### config.mk
export PLATFORM = sky130hd
export DESIGN_NAME = switch_box_cfgchain_flat
export DESIGN_NICKNAME = d
export VERILOG_FILES = /design/src/rtl/switch_box_cfgchain_if.sv /design/src/rtl/switch_box_cfgchain.sv /design/src/flat_wrapper.sv
export SDC_FILE = /design/constraint.sdc
export NUM_CORES = 1
export LEC_CHECK = 0
export BUFFER_PORTS_ARGS = -buffer_cell sky130_fd_sc_hd__buf_2
export CAP_MARGIN = 20
export CORE_MARGIN = 2
export CORE_UTILIZATION = 50
export CTS_BUF_LIST = sky130_fd_sc_hd__clkbuf_2 sky130_fd_sc_hd__clkbuf_4 sky130_fd_sc_hd__clkbuf_8
export DETAILED_ROUTE_END_ITERATION = 16
export GPL_ROUTABILITY_DRIVEN = 0
export GPL_TIMING_DRIVEN = 0
export PLACE_DENSITY = 0.66
export REMOVE_ABC_BUFFERS = 1
export SYNTH_ARGS = -nofsm -noshare
export SYNTH_HDL_FRONTEND = slang
export SYNTH_SLANG_ARGS = --single-unit
### constraint.sdc
create_clock -name clk -period 3.05 [get_ports clk]
set_input_delay 0.305 -clock clk [delete_from_list [all_inputs] [get_ports clk]]
set_output_delay 0.305 -clock clk [all_outputs]
set_load 0.01 [all_outputs]
### src/rtl/switch_box_cfgchain_if.sv
// Configuration chain bundle between the fabric config controller (master) and a switch box (slave).
// cfg_capture exists only when SWITCH_BOX_CFG_READBACK_EN is defined.
interface switch_box_cfgchain_if;
  logic cfg_in;
  logic cfg_shift;
  logic cfg_commit;
  logic cfg_out;
  logic cfg_full;
  logic cfg_done;
  logic cfg_error;
`ifdef SWITCH_BOX_CFG_READBACK_EN
  logic cfg_capture;

  modport master (
    output cfg_in, cfg_shift, cfg_commit, cfg_capture,
    input  cfg_out, cfg_full, cfg_done, cfg_error
  );
  modport slave (
    input  cfg_in, cfg_shift, cfg_commit, cfg_capture,
    output cfg_out, cfg_full, cfg_done, cfg_error
  );
`else
  modport master (
    output cfg_in, cfg_shift, cfg_commit,
    input  cfg_out, cfg_full, cfg_done, cfg_error
  );
  modport slave (
    input  cfg_in, cfg_shift, cfg_commit,
    output cfg_out, cfg_full, cfg_done, cfg_error
  );
`endif
endinterface

### src/rtl/switch_box_cfgchain.sv
// Fabric switch box: per-side track muxes and LE input muxes driven by a double-buffered config
// loaded through a serial daisy chain. Define SWITCH_BOX_CFG_READBACK_EN to add active-config readback.
module switch_box_cfgchain #(
  parameter int IC_PAIRS = 10,
  parameter int CLUSTER  = 4,
  parameter int LUT_SIZE = 6,
  parameter int OUT_REG  = 0
) (
  input  logic                        clk,
  input  logic                        rst_n,
  input  logic [IC_PAIRS-1:0]         data_north_in,
  input  logic [IC_PAIRS-1:0]         data_east_in,
  input  logic [IC_PAIRS-1:0]         data_south_in,
  input  logic [IC_PAIRS-1:0]         data_west_in,
  output logic [IC_PAIRS-1:0]         data_north_out,
  output logic [IC_PAIRS-1:0]         data_east_out,
  output logic [IC_PAIRS-1:0]         data_south_out,
  output logic [IC_PAIRS-1:0]         data_west_out,
  input  logic [CLUSTER-1:0]          data_from_les,
  output logic [CLUSTER*LUT_SIZE-1:0] data_to_les,
  switch_box_cfgchain_if.slave        cfg
);
  localparam int SIDE_SW   = $clog2(3 + CLUSTER);
  localparam int SIDE_CW   = SIDE_SW + 1;
  localparam int LE_SW     = $clog2(4 * IC_PAIRS + CLUSTER);
  localparam int LE_CW     = LE_SW + 1;
  localparam int NUM_LE_IN = CLUSTER * LUT_SIZE;
  localparam int CONF_BITS = 4 * IC_PAIRS * SIDE_CW + NUM_LE_IN * LE_CW;
  localparam int LE_BASE   = 4 * IC_PAIRS * SIDE_CW;
  localparam int SIDE_SRC  = CLUSTER + 3;
  localparam int LE_SRC    = 4 * IC_PAIRS + CLUSTER;
  localparam int CNT_W     = $clog2(CONF_BITS + 1);
  localparam logic [CNT_W-1:0] CNT_FULL = CNT_W'(CONF_BITS);

  typedef enum logic [1:0] {EMPTY, LOADING, FULL} cfg_state_t;

  logic [CONF_BITS-1:0] shadow_reg;
  logic [CONF_BITS-1:0] active_reg;
  logic [CNT_W-1:0]     cnt_reg;
  logic [CNT_W-1:0]     cnt_next;
  cfg_state_t           state_reg;
  logic                 done_reg;
  logic                 error_reg;
  logic                 capture;
  logic                 commit_ok;

`ifdef SWITCH_BOX_CFG_READBACK_EN
  assign capture = cfg.cfg_capture;
`else
  assign capture = 1'b0;
`endif

  // A capture in the same cycle swallows the commit without flagging an error.
  assign commit_ok = cfg.cfg_commit && !capture && (state_reg == FULL);

  always_comb begin
    cnt_next = cnt_reg;
    if (capture)
      cnt_next = CNT_FULL;
    else if (commit_ok)
      cnt_next = cfg.cfg_shift ? CNT_W'(1) : '0;
    else if (cfg.cfg_shift && (state_reg != FULL))
      cnt_next = cnt_reg + CNT_W'(1);
  end

  always_ff @(posedge clk or negedge rst_n) begin
    if (!rst_n) begin
      shadow_reg <= '0;
      active_reg <= '0;
      cnt_reg    <= '0;
      state_reg  <= EMPTY;
      done_reg   <= 1'b0;
      error_reg  <= 1'b0;
    end else begin
      cnt_reg <= cnt_next;
      if (cnt_next == CNT_FULL)
        state_reg <= FULL;
      else if (cnt_next == '0)
        state_reg <= EMPTY;
      else
        state_reg <= LOADING;

      if (capture)
        shadow_reg <= active_reg;
      else if (cfg.cfg_shift)
        shadow_reg <= {shadow_reg[CONF_BITS-2:0], cfg.cfg_in};

      if (commit_ok) begin
        active_reg <= shadow_reg;
        done_reg   <= 1'b1;
      end
      if (cfg.cfg_commit && !capture && (state_reg != FULL))
        error_reg <= 1'b1;
    end
  end

  assign cfg.cfg_out   = shadow_reg[CONF_BITS-1];
  assign cfg.cfg_full  = (state_reg == FULL);
  assign cfg.cfg_done  = done_reg;
  assign cfg.cfg_error = error_reg;

  function automatic logic side_pick(input logic [SIDE_CW-1:0] word,
                                     input logic [SIDE_SRC-1:0] src);
    logic [SIDE_SW-1:0] sel;
    sel = word[SIDE_SW-1:0];
    side_pick = 1'b0;
    if (word[SIDE_CW-1] && (32'(sel) < SIDE_SRC))
      side_pick = src[sel];
  endfunction

  function automatic logic le_pick(input logic [LE_CW-1:0] word,
                                   input logic [LE_SRC-1:0] src);
    logic [LE_SW-1:0] sel;
    sel = word[LE_SW-1:0];
    le_pick = 1'b0;
    if (word[LE_CW-1] && (32'(sel) < LE_SRC))
      le_pick = src[sel];
  endfunction

  logic [IC_PAIRS-1:0]  route_n, route_e, route_s, route_w;
  logic [NUM_LE_IN-1:0] route_le;
  logic [LE_SRC-1:0]    le_src;

  // Source vectors are {turn B, straight, turn A, LE outputs} so select CLUSTER lands on turn A.
  for (genvar gi = 0; gi < IC_PAIRS; gi++) begin : g_track
    localparam int NXT = (gi + 1) % IC_PAIRS;
    localparam int MIR = (IC_PAIRS - gi) % IC_PAIRS;
    localparam int REV = (2 * IC_PAIRS - 2 - gi) % IC_PAIRS;

    assign route_n[gi] = side_pick(active_reg[(0 * IC_PAIRS + gi) * SIDE_CW +: SIDE_CW],
      {data_east_in[MIR], data_south_in[gi], data_west_in[NXT], data_from_les});
    assign route_e[gi] = side_pick(active_reg[(1 * IC_PAIRS + gi) * SIDE_CW +: SIDE_CW],
      {data_north_in[MIR], data_west_in[gi], data_south_in[NXT], data_from_les});
    assign route_s[gi] = side_pick(active_reg[(2 * IC_PAIRS + gi) * SIDE_CW +: SIDE_CW],
      {data_east_in[NXT], data_north_in[gi], data_west_in[REV], data_from_les});
    assign route_w[gi] = side_pick(active_reg[(3 * IC_PAIRS + gi) * SIDE_CW +: SIDE_CW],
      {data_south_in[REV], data_east_in[gi], data_north_in[NXT], data_from_les});
  end

  assign le_src = {data_north_in, data_east_in, data_south_in, data_west_in, data_from_les};

  for (genvar gi = 0; gi < NUM_LE_IN; gi++) begin : g_le
    assign route_le[gi] = le_pick(active_reg[LE_BASE + gi * LE_CW +: LE_CW], le_src);
  end

  if (OUT_REG != 0) begin : g_out_reg
    logic [IC_PAIRS-1:0]  north_reg, east_reg, south_reg, west_reg;
    logic [NUM_LE_IN-1:0] le_reg;

    always_ff @(posedge clk or negedge rst_n) begin
      if (!rst_n) begin
        north_reg <= '0;
        east_reg  <= '0;
        south_reg <= '0;
        west_reg  <= '0;
        le_reg    <= '0;
      end else begin
        north_reg <= route_n;
        east_reg  <= route_e;
        south_reg <= route_s;
        west_reg  <= route_w;
        le_reg    <= route_le;
      end
    end

    assign data_north_out = north_reg;
    assign data_east_out  = east_reg;
    assign data_south_out = south_reg;
    assign data_west_out  = west_reg;
    assign data_to_les    = le_reg;
  end else begin : g_out_comb
    assign data_north_out = route_n;
    assign data_east_out  = route_e;
    assign data_south_out = route_s;
    assign data_west_out  = route_w;
    assign data_to_les    = route_le;
  end
endmodule

### src/flat_wrapper.sv
// flat-port wrapper written by rule: the top's interface ports become plain ports
module switch_box_cfgchain_flat 
#(
  parameter int IC_PAIRS = 10,
  parameter int CLUSTER  = 4,
  parameter int LUT_SIZE = 6,
  parameter int OUT_REG  = 0
)
  (clk, rst_n, data_north_in, data_east_in, data_south_in, data_west_in, data_north_out, data_east_out, data_south_out, data_west_out, data_from_les, data_to_les, cfg_cfg_in, cfg_cfg_shift, cfg_cfg_commit, cfg_cfg_out, cfg_cfg_full, cfg_cfg_done, cfg_cfg_error);
  switch_box_cfgchain_if cfg_i ();
  input  logic clk;
  input  logic rst_n;
  input  logic [IC_PAIRS-1:0] data_north_in;
  input  logic [IC_PAIRS-1:0] data_east_in;
  input  logic [IC_PAIRS-1:0] data_south_in;
  input  logic [IC_PAIRS-1:0] data_west_in;
  output logic [IC_PAIRS-1:0] data_north_out;
  output logic [IC_PAIRS-1:0] data_east_out;
  output logic [IC_PAIRS-1:0] data_south_out;
  output logic [IC_PAIRS-1:0] data_west_out;
  input  logic [CLUSTER-1:0] data_from_les;
  output logic [CLUSTER*LUT_SIZE-1:0] data_to_les;
  input wire logic [$bits(cfg_i.cfg_in)-1:0] cfg_cfg_in;
  input wire logic [$bits(cfg_i.cfg_shift)-1:0] cfg_cfg_shift;
  input wire logic [$bits(cfg_i.cfg_commit)-1:0] cfg_cfg_commit;
  output wire logic [$bits(cfg_i.cfg_out)-1:0] cfg_cfg_out;
  output wire logic [$bits(cfg_i.cfg_full)-1:0] cfg_cfg_full;
  output wire logic [$bits(cfg_i.cfg_done)-1:0] cfg_cfg_done;
  output wire logic [$bits(cfg_i.cfg_error)-1:0] cfg_cfg_error;
  assign cfg_i.cfg_in = cfg_cfg_in;
  assign cfg_i.cfg_shift = cfg_cfg_shift;
  assign cfg_i.cfg_commit = cfg_cfg_commit;
  assign cfg_cfg_out = cfg_i.cfg_out;
  assign cfg_cfg_full = cfg_i.cfg_full;
  assign cfg_cfg_done = cfg_i.cfg_done;
  assign cfg_cfg_error = cfg_i.cfg_error;
  switch_box_cfgchain #(.IC_PAIRS(IC_PAIRS), .CLUSTER(CLUSTER), .LUT_SIZE(LUT_SIZE), .OUT_REG(OUT_REG)) u_core (.clk(clk), .rst_n(rst_n), .data_north_in(data_north_in), .data_east_in(data_east_in), .data_south_in(data_south_in), .data_west_in(data_west_in), .data_north_out(data_north_out), .data_east_out(data_east_out), .data_south_out(data_south_out), .data_west_out(data_west_out), .data_from_les(data_from_les), .data_to_les(data_to_les), .cfg(cfg_i));
endmodule
==> metrics <==
Worst setup EP type primary output; post-synthesis sequential area ratio a little under half; WL met2 around 47000 um; Iter 0 DRT Violations approximately 2700; final wirelength between 100000 and 150000 um; max cap viols 0; Top Metal Used met5; Port Buf Inserts ~120; Routed WL per cell 24.4 um; initial antenna violation count 3; met3 wire len about 11000 um; TritonCTS Sinks 669; count of state elements after synthesis approximately 670; Overflow after GRT 0; synth-to-layout area growth 10.5%; Yosys warnings 0; Worst-path clk slew ~0.06 ns; syn_area_per_cell roughly 12 sq um; Setup CP Type flop to primary output; cell count after placement between 3000 and 4000; DR vias between 20000 and 30000; FFs w/ async S/R, synth between 90% and 100%; I/O pin total 117; hpwl dp approximately 54000 um; slew at the pin closest to its max-slew limit 1.19 ns; WL met1 39300 um; RSZ-0062 raised after global routing true; fin nets between 3000 and 4000; Root Driver clkbuf_8; Max Clk Rate 336 MHz; max-slew violations 0; Crit path arrival time 2.67 ns; leakage power 19.2 nW; main flop type after synthesis dfrtp_1; crit path time final 2.98 ns; count of different cell masters after synthesis between 40 and 50; final non-filler cell total about 4200; first-pass GRT wire length around 160000 um; Finished Core Util a little under three fifths; PwrDens ~480 nW/um^2; die area 74800 sq um; Final setup violation count 0; total power around 19 mW; Post-Synthesis Cell Area 36300 sq um; Longest Clk Path Bufs 3; die boundary width approximately 270 um; DRC violations left 0; number of synthesized flops with an enable pin 0; CTS tree done; Die Span Y between 200 and 300 um; min-delay worst type input port to flop; Fin. Hold Viols 0; DRT antenna net count 0; Total Routing Usage GR ~28%; drt first pass iters 6; Mapped Cells around 3200; core area around 72000 sq um; DR vias/cell roughly 6.4; hold slack between 0.15 and 0.2 ns; status complete, no violations; fin crit share between 90% and 100%; Max-slew headroom 20.8%; pin count of the biggest net entering global routing around 130; Worst-Skew Late Latency 0.72 ns; share of cells above drive strength 1 30.3%; H-tree Lvls 3; VDD IR max roughly 430 uV; Initial Utilization between 50% and 60%; vias in the first global route between 20000 and 30000; startpoint type of the worst setup path flop; Rows between 90 and 100; Inserted Clock Buffers 110; skew final about 0.033 ns; critical path peak fanout 5; Worst EP required 2.74 ns
==> final timing paths <==
check / cells past startpoint / slack [ns] / startpoint / endpoint
min in group asynchronous: 3 / 0.24 / rst_n / u_core.state_reg[0]$_DFF_PN0_
worst min register to register: 1 / 0.46 / u_core.cfg.cfg_error$_DFFE_PN0P_ / u_core.cfg.cfg_error$_DFFE_PN0P_
worst max-delay path: 6 / 0.07 / u_core.active_reg[174]$_DFFE_PN0P_ / data_to_les[2]
worst max register to register: 8 / 0.56 / u_core.state_reg[1]$_DFF_PN0_ / u_core.active_reg[107]$_DFFE_PN0P_
max in group asynchronous: 6 / 0.89 / rst_n / u_core.active_reg[195]$_DFFE_PN0P_
worst min-delay path: 3 / 0.17 / cfg_cfg_shift / u_core.cnt_reg[0]$_DFF_PN0_
==> power by group <==
group          total (mW)  leakage, nW  internal, mW  switching, mW
Clock                8.14         1.21          4.59           3.55
Combinational        1.68         8.75         0.644           1.04
Sequential           9.27         9.23          9.09          0.180
==> cell usage after synthesis (2+ instances only) <==
library cell	instances	area (sq um)
and2_1	4	25.0
nand2b_1	3	18.8
mux4_2	264	5950
buf_6	4	45.0
o221ai_1	40	350
nor3b_1	19	143
nand2_1	1097	4120
xnor2_1	3	26.3
mux2i_1	48	480
nand3_1	68	340
o21a_1	19	143
o211a_1	40	400
a31oi_1	4	25.0
nor3_1	2	10.0
nand4_1	2	12.5
buf_2	38	190
a21boi_1	4	30.0
xor2_1	2	17.5
a2111oi_2	4	60.1
buf_4	19	143
dfrtp_1	669	16700
and3_1	9	56.3
nor2b_1	46	288
nor2_1	29	109
clkbuf_1	165	619
o21ai_0	3	15.0
buf_1	37	139
a22o_1	24	210
a21oi_1	39	195
mux2_2	328	3690
mux4_1	40	1050
a22oi_1	46	345
a311o_1	4	40.0
a311oi_1	2	17.5
a31o_1	19	166
==> per-layer routing <==
layer | vias to the layer above | track usage (%)
met5 | - | 0.578
met4 | 5 | 13.1
met3 | 371 | 7.49
met2 | 1541 | 43.0
met1 | 13400 | 36.3
li1 | 11300 | -
==> timing repair <==
item                                   CTS  global route
setup endpoints to repair               24            20
hold buffers                             4             0
endpoints found under the hold margin  250             0
buffers inserted                        11            10
resized for setup                       37            27
pin swaps                                5             9
==> per-stage QoR <==
| step | instance area, sq um | setup WS (ns) | TNS, ns |
|---|---|---|---|
| 2_1_floorplan | 35200 | -4.18 | -1167.54 |
| 3_3_place_gp | 36900 | -11.98 | - |
| 3_5_place_dp | 37500 | 0.0738 | 0 |
| 5_1_grt | 40100 | -0.0143 | -0.0165 |
| 4_1_cts | 40000 | 0.000974 | 0 |
| 6_report | 40100 | 0.0740 | 0 |
==> cells by family (layout without fill, tap and decap cells) <==
family | count (synthesis) | in the layout | synth area share (%)
AOI/OAI and AO/OA | 254 | 254 | 5.63
adders and majority gates | 1 | 1 | 0.0345
other | 0 | 1 | 0
buffers and inverters | 265 | 348 | 3.15
DFF | 669 | 669 | 46.1
and+or+nand+nor | 1282 | 1282 | 14.2
xor gates and xnor gates | 5 | 5 | 0.121
muxes | 680 | 680 | 30.8
==> cell type report <==
cell class              instances  area (sq um)
flip-flops and latches        669         16800
inverters                       2          7.51
fillers                      5950         31600
diodes                          1          2.50
clock inverters                10          87.6
well taps                     950          1190
multi-input cells            2222         18400
clock buffers                 175          2200
repair buffers                161          1370
==> cell usage in the layout (no fill, tap or decap), types with 17 or more instances in the layout <==
master,count
nand2_1,1096
dfrtp_1,643
mux2_2,328
mux4_2,273
clkbuf_8,141
buf_2,109
nand3_1,68
mux2i_1,48
nor2b_1,46
a22oi_1,45
o221ai_1,40
o211a_1,40
a21oi_1,39
clkbuf_4,34
mux4_1,31
nor2_1,29
a22o_1,24
buf_4,23
buf_16,20
nor3b_1,19
a31o_1,19
o21a_1,19
dfrtp_4,17
==> critical path, stage by stage, from the launching register on <==
cell	delay (ns)
dfrtp_2	0.44
mux4_2	0.52
a22o_1	0.25
a2111oi_2	0.33
a311o_1	0.18
a21boi_2	0.08
buf_2	0.15
(Power assumes the default switching activity.)
